<file path="src/rtl/nbody_bus_bridge.sv">
// Host-bus front end for the n-body core: assembles wide body fields from bus words,
// runs the go/done handshake, keeps status/step counters and serves pipelined readback.
module nbody_bus_bridge #(
  parameter int BUS_WIDTH       = 32,
  parameter int DATA_WIDTH      = 64,
  parameter int ADDR_WIDTH      = 16,
  parameter int BODY_ADDR_WIDTH = 9,
  parameter int NUM_FIELDS      = 5,
  parameter int NUM_OUT_FIELDS  = 2,
  parameter int GAP_WIDTH       = 32,
  parameter int FIELD_BASE      = 8
) (
  input  logic                                 clk,
  input  logic                                 rst,
  input  logic                                 chipselect,
  input  logic                                 write,
  input  logic                                 read,
  input  logic [ADDR_WIDTH-1:0]                addr,
  input  logic [BUS_WIDTH-1:0]                 writedata,
  output logic [BUS_WIDTH-1:0]                 readdata,
  output logic                                 ld_valid,
  output logic [((NUM_FIELDS > 1) ? $clog2(NUM_FIELDS) : 1)-1:0] ld_field,
  output logic [BODY_ADDR_WIDTH-1:0]           ld_index,
  output logic [DATA_WIDTH-1:0]                ld_data,
  output logic                                 core_go,
  output logic [BODY_ADDR_WIDTH:0]             core_n_bodies,
  output logic [GAP_WIDTH-1:0]                 core_gap,
  input  logic                                 core_done,
  output logic [BODY_ADDR_WIDTH-1:0]           res_index,
  input  logic [NUM_OUT_FIELDS*DATA_WIDTH-1:0] res_data,
  output logic                                 irq
);

  localparam int FW        = (NUM_FIELDS > 1) ? $clog2(NUM_FIELDS) : 1;
  localparam int WPE       = DATA_WIDTH / BUS_WIDTH;
  localparam int HW        = (WPE > 1) ? $clog2(WPE) : 1;
  localparam int NSTG      = (WPE > 1) ? WPE - 1 : 1;
  localparam int RES_BASE  = 64;
  localparam int RES_WORDS = NUM_OUT_FIELDS * WPE;
  localparam int RW        = (RES_WORDS > 1) ? $clog2(RES_WORDS) : 1;
  localparam int NMAX      = 2 ** BODY_ADDR_WIDTH;
  localparam logic [BUS_WIDTH:0] NMAX_W = (BUS_WIDTH + 1)'(NMAX);

  typedef enum logic {IDLE, RUN} state_e;

  state_e                         state_q;
  logic [BODY_ADDR_WIDTH:0]       nBodies_q;
  logic [GAP_WIDTH-1:0]           gap_q;
  logic [31:0]                    steps_q;
  logic                           irqEn_q;
  logic                           done_q;
  logic                           goOverrun_q;
  logic                           wrErr_q;
  logic                           seqErr_q;
  logic [NSTG*BUS_WIDTH-1:0]      stage_q;
  logic [FW-1:0]                  recField_q;
  logic [BODY_ADDR_WIDTH-1:0]     recIdx_q;
  logic                           ldValid_q;
  logic [FW-1:0]                  ldField_q;
  logic [BODY_ADDR_WIDTH-1:0]     ldIndex_q;
  logic [DATA_WIDTH-1:0]          ldData_q;
  logic                           coreGo_q;

  logic                           rdPend_q;
  logic                           rdRes_q;
  logic [RW-1:0]                  rdWord_q;
  logic [BUS_WIDTH-1:0]           rdReg_q;
  logic [BODY_ADDR_WIDTH-1:0]     resIdx_q;
  logic [BUS_WIDTH-1:0]           readdata_q;

  logic                           wrEn;
  logic                           rdEn;
  logic                           busy;
  logic [31:0]                    selW;
  logic [BODY_ADDR_WIDTH-1:0]     idx;
  logic [31:0]                    fOff;
  logic [31:0]                    rOff;
  logic                           isField;
  logic                           isRes;
  logic [FW-1:0]                  fieldNum;
  logic [HW-1:0]                  wordNum;
  logic [RW-1:0]                  resWord;
  logic [4:0]                     status;
  logic [BUS_WIDTH-1:0]           regVal;
  logic [BODY_ADDR_WIDTH:0]       nBodies_d;
  logic [DATA_WIDTH-1:0]          assembled;

  assign wrEn   = chipselect & write;
  assign rdEn   = chipselect & read;
  assign busy   = (state_q == RUN);
  assign selW   = 32'(addr[ADDR_WIDTH-1:BODY_ADDR_WIDTH]);
  assign idx    = addr[BODY_ADDR_WIDTH-1:0];
  assign status = {seqErr_q, wrErr_q, goOverrun_q, done_q, busy};

  always_comb begin
    isField  = 1'b0;
    isRes    = 1'b0;
    fieldNum = '0;
    wordNum  = '0;
    resWord  = '0;
    fOff     = selW - 32'(FIELD_BASE);
    rOff     = selW - 32'(RES_BASE);
    if (selW >= 32'(FIELD_BASE) && fOff < 32'(NUM_FIELDS * WPE)) begin
      isField  = 1'b1;
      fieldNum = FW'(fOff / 32'(WPE));
      wordNum  = HW'(fOff % 32'(WPE));
    end
    if (selW >= 32'(RES_BASE) && rOff < 32'(RES_WORDS)) begin
      isRes   = 1'b1;
      resWord = RW'(rOff);
    end
  end

  always_comb begin
    case (selW)
      32'd2:   regVal = BUS_WIDTH'(nBodies_q);
      32'd3:   regVal = BUS_WIDTH'(gap_q);
      32'd4:   regVal = BUS_WIDTH'(status);
      32'd5:   regVal = BUS_WIDTH'(steps_q);
      32'd6:   regVal = BUS_WIDTH'(irqEn_q);
      default: regVal = '0;
    endcase
  end

  always_comb begin
    if ({1'b0, writedata} > NMAX_W) nBodies_d = (BODY_ADDR_WIDTH + 1)'(NMAX);
    else                            nBodies_d = (BODY_ADDR_WIDTH + 1)'(writedata);
  end

  // The final word of a field is never staged; it is spliced on top of the staged words.
  generate
    if (WPE == 1) begin : g_single
      assign assembled = DATA_WIDTH'(writedata);
    end else begin : g_multi
      assign assembled = {writedata, stage_q};
    end
  endgenerate

  // Control FSM, register file and field loader. Clears are issued before sets so a
  // same-cycle set event always wins over a write-1-to-clear.
  always_ff @(posedge clk or posedge rst) begin
    if (rst) begin
      state_q     <= IDLE;
      nBodies_q   <= '0;
      gap_q       <= '0;
      steps_q     <= '0;
      irqEn_q     <= 1'b0;
      done_q      <= 1'b0;
      goOverrun_q <= 1'b0;
      wrErr_q     <= 1'b0;
      seqErr_q    <= 1'b0;
      stage_q     <= '0;
      recField_q  <= '0;
      recIdx_q    <= '0;
      ldValid_q   <= 1'b0;
      ldField_q   <= '0;
      ldIndex_q   <= '0;
      ldData_q    <= '0;
      coreGo_q    <= 1'b0;
    end else begin
      ldValid_q <= 1'b0;
      coreGo_q  <= 1'b0;

      if (wrEn && selW == 32'd4) begin
        if (writedata[1]) done_q      <= 1'b0;
        if (writedata[2]) goOverrun_q <= 1'b0;
        if (writedata[3]) wrErr_q     <= 1'b0;
        if (writedata[4]) seqErr_q    <= 1'b0;
      end

      if (wrEn && selW == 32'd2) begin
        if (busy) wrErr_q   <= 1'b1;
        else      nBodies_q <= nBodies_d;
      end

      if (wrEn && selW == 32'd3) begin
        if (busy) wrErr_q <= 1'b1;
        else      gap_q   <= GAP_WIDTH'(writedata);
      end

      if (wrEn && selW == 32'd6) irqEn_q <= writedata[0];

      if (wrEn && isField) begin
        if (busy) begin
          wrErr_q <= 1'b1;
        end else if (wordNum == HW'(WPE - 1)) begin
          ldValid_q <= 1'b1;
          ldField_q <= fieldNum;
          ldIndex_q <= idx;
          ldData_q  <= assembled;
          if (WPE > 1 && (fieldNum != recField_q || idx != recIdx_q)) seqErr_q <= 1'b1;
        end else begin
          stage_q[int'(wordNum)*BUS_WIDTH +: BUS_WIDTH] <= writedata;
          if (wordNum == '0) begin
            recField_q <= fieldNum;
            recIdx_q   <= idx;
          end
        end
      end

      if (wrEn && selW == 32'd0) begin
        if (busy) begin
          goOverrun_q <= 1'b1;
        end else if (writedata[0]) begin
          if (nBodies_q != '0) begin
            coreGo_q <= 1'b1;
            state_q  <= RUN;
            done_q   <= 1'b0;
            if (writedata[1]) steps_q <= '0;
          end else begin
            done_q <= 1'b1;
          end
        end
      end

      if (core_done && busy) begin
        state_q <= IDLE;
        done_q  <= 1'b1;
        steps_q <= steps_q + 32'd1;
      end
    end
  end

  // Two-stage read pipeline: register values are snapshotted at the strobe, result
  // words are sliced once the synchronous result RAM has answered.
  always_ff @(posedge clk or posedge rst) begin
    if (rst) begin
      rdPend_q   <= 1'b0;
      rdRes_q    <= 1'b0;
      rdWord_q   <= '0;
      rdReg_q    <= '0;
      resIdx_q   <= '0;
      readdata_q <= '0;
    end else begin
      rdPend_q <= rdEn;
      if (rdEn) begin
        rdRes_q  <= isRes;
        rdWord_q <= resWord;
        rdReg_q  <= regVal;
        resIdx_q <= idx;
      end
      if (rdPend_q) begin
        if (rdRes_q) readdata_q <= res_data[int'(rdWord_q)*BUS_WIDTH +: BUS_WIDTH];
        else         readdata_q <= rdReg_q;
      end
    end
  end

  assign readdata      = readdata_q;
  assign ld_valid      = ldValid_q;
  assign ld_field      = ldField_q;
  assign ld_index      = ldIndex_q;
  assign ld_data       = ldData_q;
  assign core_go       = coreGo_q;
  assign core_n_bodies = nBodies_q;
  assign core_gap      = gap_q;
  assign res_index     = rdEn ? idx : resIdx_q;
  assign irq           = done_q & irqEn_q;

endmodule

</file>
<file path="config.mk">
export PLATFORM = sky130hd
export DESIGN_NAME = nbody_bus_bridge
export DESIGN_NICKNAME = d
export VERILOG_FILES = /design/src/rtl/nbody_bus_bridge.sv
export SDC_FILE = /design/constraint.sdc
export NUM_CORES = 1
export LEC_CHECK = 0
export BUFFER_PORTS_ARGS = -buffer_cell sky130_fd_sc_hd__buf_2
export CAP_MARGIN = 25
export CORE_MARGIN = 2
export CORE_UTILIZATION = 45
export DETAILED_ROUTE_END_ITERATION = 7
export GPL_TIMING_DRIVEN = 0
export PLACE_DENSITY = 0.82
export SYNTH_ARGS = -nofsm -noshare
export SYNTH_HDL_FRONTEND = slang
export SYNTH_SLANG_ARGS = --single-unit
</file>
<file path="constraint.sdc">
create_clock -name clk -period 9.95 [get_ports clk]
set_input_delay 0.995 -clock clk [delete_from_list [all_inputs] [get_ports clk]]
set_output_delay 0.995 -clock clk [all_outputs]
set_load 0.005 [all_outputs]
</file>
* Yosys cells after proc, flatten, opt, wreduce, memory -nomap -nowiden
Index checks and enable logic that the tools add are counted.
** Storage, ports and cells
- Flip-flop bits (word level) :: 279
- Latch bits :: 0
- RAM bits :: 0
- Memory bits (read-only) :: 0
- Input bits :: 182
- Output and inout port bits :: 162
- Memories kept :: 0
** Cells by class
- $add $sub $neg :: 4
- Multiply operators :: 0
- Divide/modulo/power cells :: 0
- Magnitude comparators :: 5
- Eq/ne operators :: 8
- Shifts and indexed selects :: 3
- Muxes and demuxes :: 51
- Bitwise operators :: 5
- Reduce and logical (&&, ||, !) cells :: 21
** Operators by type and width (count)
- 32-bit 2-to-1 mux :: 7
- 32-bit one-hot mux with 5 select lines :: 1
- 128-bit by 8-bit variable part select with 32-bit output :: 1
- 1-bit 2-to-1 mux :: 38
- 6-bit negator with 33-bit output :: 1
- 32-bit by 33-bit variable shift with 32-bit output (first input constant) :: 1
- 32-bit by 33-bit variable part select with 32-bit output :: 1
- 32-bit by 1-bit adder with 32-bit output (second input constant) :: 1
- 32-bit bitwise mux :: 1
- 32-bit by 10-bit greater-than comparator with 1-bit output (second input constant) :: 1
- 32-bit logical NOT :: 1
- 32-bit by 3-bit less-than comparator with 1-bit output (second input constant) :: 1
- 32-bit by 4-bit less-than comparator with 1-bit output (second input constant) :: 1
- 7-bit by 3-bit equality test with 1-bit output (second input constant) :: 3
- 7-bit by 2-bit equality test with 1-bit output (second input constant) :: 2
- 10-bit 2-to-1 mux :: 1
- 10-bit nonzero test :: 1
- 1-bit logical AND :: 9
- 9-bit 2-to-1 mux :: 1
- 9-bit inequality test :: 1
- 2-bit nonzero test :: 4
- 7-bit by 4-bit subtractor with 8-bit output (second input constant) :: 1
- 7-bit by 7-bit subtractor with 8-bit output (second input constant) :: 1
- 7-bit by 4-bit >= comparator with 1-bit output (second input constant) :: 1
- other kinds (11) :: 16

* Longest topological paths before layout
- Depth in word-level cells :: 10
- Mapped depth :: 8
- Depth with buffers taken out :: 6

* Worst setup path after synthesis
OpenSTA, ideal clock, no wires.
- Path kind :: input to output
- Start point :: in read
- End point :: out res_index[0]
- Data arrival time :: 1.974 ns
- Required time :: 8.955 ns
- Path slack :: 6.981 ns
- Stages :: 4
- Cell sequence :: nand2_1 > inv_1 > buf_1 > mux2_2
** On the way
- Word-level cells in the longest chain between the ends :: 2
** RTL lines
- start: declaration :: line 17 : input logic read,
- 1-bit bitwise AND :: line 89 : assign rdEn = chipselect & read;
- via rdEn :: line 72 : logic rdEn;
- 9-bit 2-to-1 mux
- end: declaration :: line 29 : output logic [BODY_ADDR_WIDTH-1:0] res_index,
The timed path passes the listed nets, and every way through them passes these cells.

* Worst setup path in the final report
- Start point :: in chipselect
- End point :: out res_index[5]
** On the way
- Word-level cells in the longest chain between the ends :: 2
** RTL lines
- start: declaration :: line 15 : input logic chipselect,
- 1-bit bitwise AND :: line 89
- via rdEn :: line 72
- 9-bit 2-to-1 mux
The timed path passes the listed nets, and every way through them passes these cells.

==> results.yml <==
layout:
  fin_nets: 1562
  stdcell_count: 1783
  drive_above_1_share_pct: 42.9
  area_delta_synth_final_pct: 27.0
  fillers: 2261
place:
  dpl.hpwl_um: 28200
  place_congestion: 0.910
  port_buffers: 341
  dp_cells: 1724
sta:
  hold_viol: 0
  slew_headroom_pct: 30.6
  rsz0062_at_grt: "false"
  fin_crit_sh_pct: 40.6
  setup_tns_ns: 0
  slew_violations: 0
  clock_skew_ns: 0.0180
  setup_viol: 0
  holdWs_ns: 0.397
  timing.fmax_mhz: 248
  fin_crit_ns: 4.04
  worst_pin_slew_ns: 1.04
critical_path:
  rrSetupSlack_ns: 7.55
  cpMostUsedCell: "buf_2"
  critPathLaunch: "chipselect"
  worstReg2RegEnd: "steps_q[4]"
  cp-start-kind: "primary input"
  ff2ff_path_depth: 5
  cpMaxStageDelayCell: "buf_1"
  cp_max_fo: 10
  slowest_delay_ns: 0.67
  required_ns: 8.96
  crit_chain: "buf_2 > nand2_1 > inv_1 > buf_1 > mux2_2 > buf_2"
  critPathKind: "primary input to output pin"
  arrival_ns: 3.04
  regToRegStartpoint: "busy"
  worstSetupEndpointType: "output pin"
  crit_end: "res_index[5]"
status:
  status: "completed"
yosys:
  ys_async_sr_fraction_pct: 100
  synth_area_per_cell_um2: 12.8
  yosys.area_share.simple_pct: 8.65
  ys_ff_latch: 279
  synth_top_area_share_pct: 54.4
  syn-cell-area_um2: 12800
  synth_xor_area_share_pct: 0.888
  synth_mux_area_share_pct: 24.7
  post-synth-top-area-cell: "dfrtp_1"
  syn_inst: 1002
  synth_top_family_by_area: "multiplexers"
  synth_compound_area_share_pct: 8.46
  synth_area_leaders: "dfrtp_1 (54%), mux2_2 (12%), mux4_2 (5.6%)"
  syn_nets: 1186
  ys_types: 61
  yosysSeqAreaShare_pct: 54.4
  synthAdderAreaFrac_pct: 0.195
  synth_edf_count: 0
  ys.flop_type: "dfrtp_1"
  yosys_warnings: 0
routing:
  top_layer: "met5"
  vias: 9983
  wl_met2_um: 18500
  drt-met1-wl_um: 15400
  first_pass_iters: 5
  drtIter0Drc: 594
  wl_met3_um: 2550
  antenna_left: 0
  vias_per_cell: 5.60
  post_drt_wl_per_cell_um: 21.0
  remaining_drc_errors: 0
  drt_wl_total_um: 37500
grt:
  grt-ovfl-total: 0
  grt_pass1_vias: 10498
  grt_pass1_wl_um: 58600
  antenna_found_initial: 4
  grt_max_degree: 131
  grt_use_total_pct: 24.7
power:
  power_density_nw_per_um2: 183
  p_leak_nw: 7.98
  vdd_drop_max_uv: 151
  fin_total_pwr_mw: 2.98
floorplan:
  rows: 61
  io_pins: 344
  coreArea_um2: 27900
  dieArea_um2: 29900
  start_util_pct: 45.9
  die_x_um: 173
  fp.dieH_um: 173
clocking:
  cts_made_buffers: 30
  clkTransAtPathRegs_ns: 0.06
  cts_max_level: 1
  cts_hold_buf: 0
  post_cts_buffers: 0
  clock_path_buffers: 3
  clkLatencyLatePin_ns: 0.55
  tritoncts: "yes"
  ctsResizeCount: 0
  cts.sinks: 279
  root_buffer: "clkbuf_16"
flow_run:
  maxCapViolCount: 0
worst_hold_path:
  min_path_type: "primary input to asynchronous set/reset pin"
## cell type report
class | instances | area, um^2 | area share (%)
sequential | 279 | 6980 | 42.9
tap | 378 | 473 | 2.90
inverter | 14 | 60.1 | 0.369
buffer | 63 | 287 | 1.76
multi-input combinational | 646 | 5500 | 33.8
antenna | 3 | 7.51 | 0.0461
clock buffer | 39 | 856 | 5.26
clock inverter | 17 | 349 | 2.14
timing repair buffer | 344 | 1770 | 10.8
## per-layer routing
layer  up-vias  GRT usage (%)
met3        73           5.58
met1      5016           31.2
li1       4501              -
met2       391           42.4
met5         -              0
met4         2           7.91
## state kept, by name, summed over array words and instances, names as in the netlist, 2 cells and up
register / count
recIdx_q: 9
resIdx_q: 9
stage_q: 32
core_n_bodies: 10
recField_q: 3
steps_q: 32
ld_field: 3
rdReg_q: 32
rdWord_q: 2
core_gap: 32
readdata: 32
ld_data: 64
ld_index: 9
## stage by stage
step	utilization, %	cell area (um^2)	setup WS, ns
after global routing	58.3	16300	5.85
after floorplan	-	12800	1.26
final	58.3	16300	5.91
after global placement	53.7	15000	-1.56
after CTS	58.3	16300	5.94
after detailed placement	54.0	15100	5.95
## cells in the mapped netlist, types with 12 or more instances
library cell / instances
mux2_2: 132
mux2i_1: 59
mux2_1: 33
inv_1: 14
clkbuf_1: 31
mux4_2: 32
nand3_1: 21
dfrtp_1: 279
a21oi_1: 35
a22oi_1: 26
nand2_1: 42
and2_1: 16
buf_2: 18
nand4_1: 22
o21ai_0: 57
nor4_1: 12
nor2_1: 52
## layout by cell type, fill, tap and decap left out, drive strengths merged, types with 3 or more instances in the layout
cell type / instances
inv: 14
dfrtp: 279
nand2: 42
nor2b: 3
clkinvlp: 4
a21oi: 35
nor2: 53
nand4b: 4
buf: 375
mux4: 32
a22oi: 26
clkinv: 3
xor2: 11
mux2i: 59
a2bb2oi: 5
a41oi: 3
and4: 7
nor4: 14
o21ai: 58
nand3: 21
a22o: 3
or4: 3
nand3b: 3
bufinv: 10
clkbuf: 71
a221o: 4
nand4: 22
and2: 16
diode: 3
a31o: 10
mux2: 165
and3: 5
o22ai: 5
nor3: 7
## kinds of logic after synthesis
kind of cell | Yosys count
and+or+nand+nor | 208
AOI/OAI and AO/OA | 167
muxes | 256
DFF | 279
buffers and inverters | 77
adders and majority gates | 2
xor gates and xnor gates | 13
## power breakdown
part	internal, mW	total (mW)	switching [mW]
sequential	1.25	1.31	0.0622
combinational	0.178	0.342	0.164
clock	0.864	1.33	0.465
total	2.29	2.98	0.691
## how the worst min path moves through the flow
| stage | end | cells after the start | startpoint | slack, ns |
|---|---|---|---|---|
| final | readdata[4] | 2 | rst | 0.40 |
| after detailed placement | steps_q[31] | 1 | steps_q[31] | 0.47 |
| after global routing | readdata[4] | 2 | rst | 0.40 |
| after floorplan | steps_q[31] | 1 | steps_q[31] | 0.44 |
| after global placement | ld_data[3] | 1 | stage_q[3] | 0.46 |
| after CTS | readdata[4] | 2 | rst | 0.39 |
## critical path, delay by kind of cell
family        cells  cell delay [ns]
buf+inv           4             1.29
mux               1             0.43
simple gates      1             0.32
Note: power is estimated with default switching activity, not from simulation.
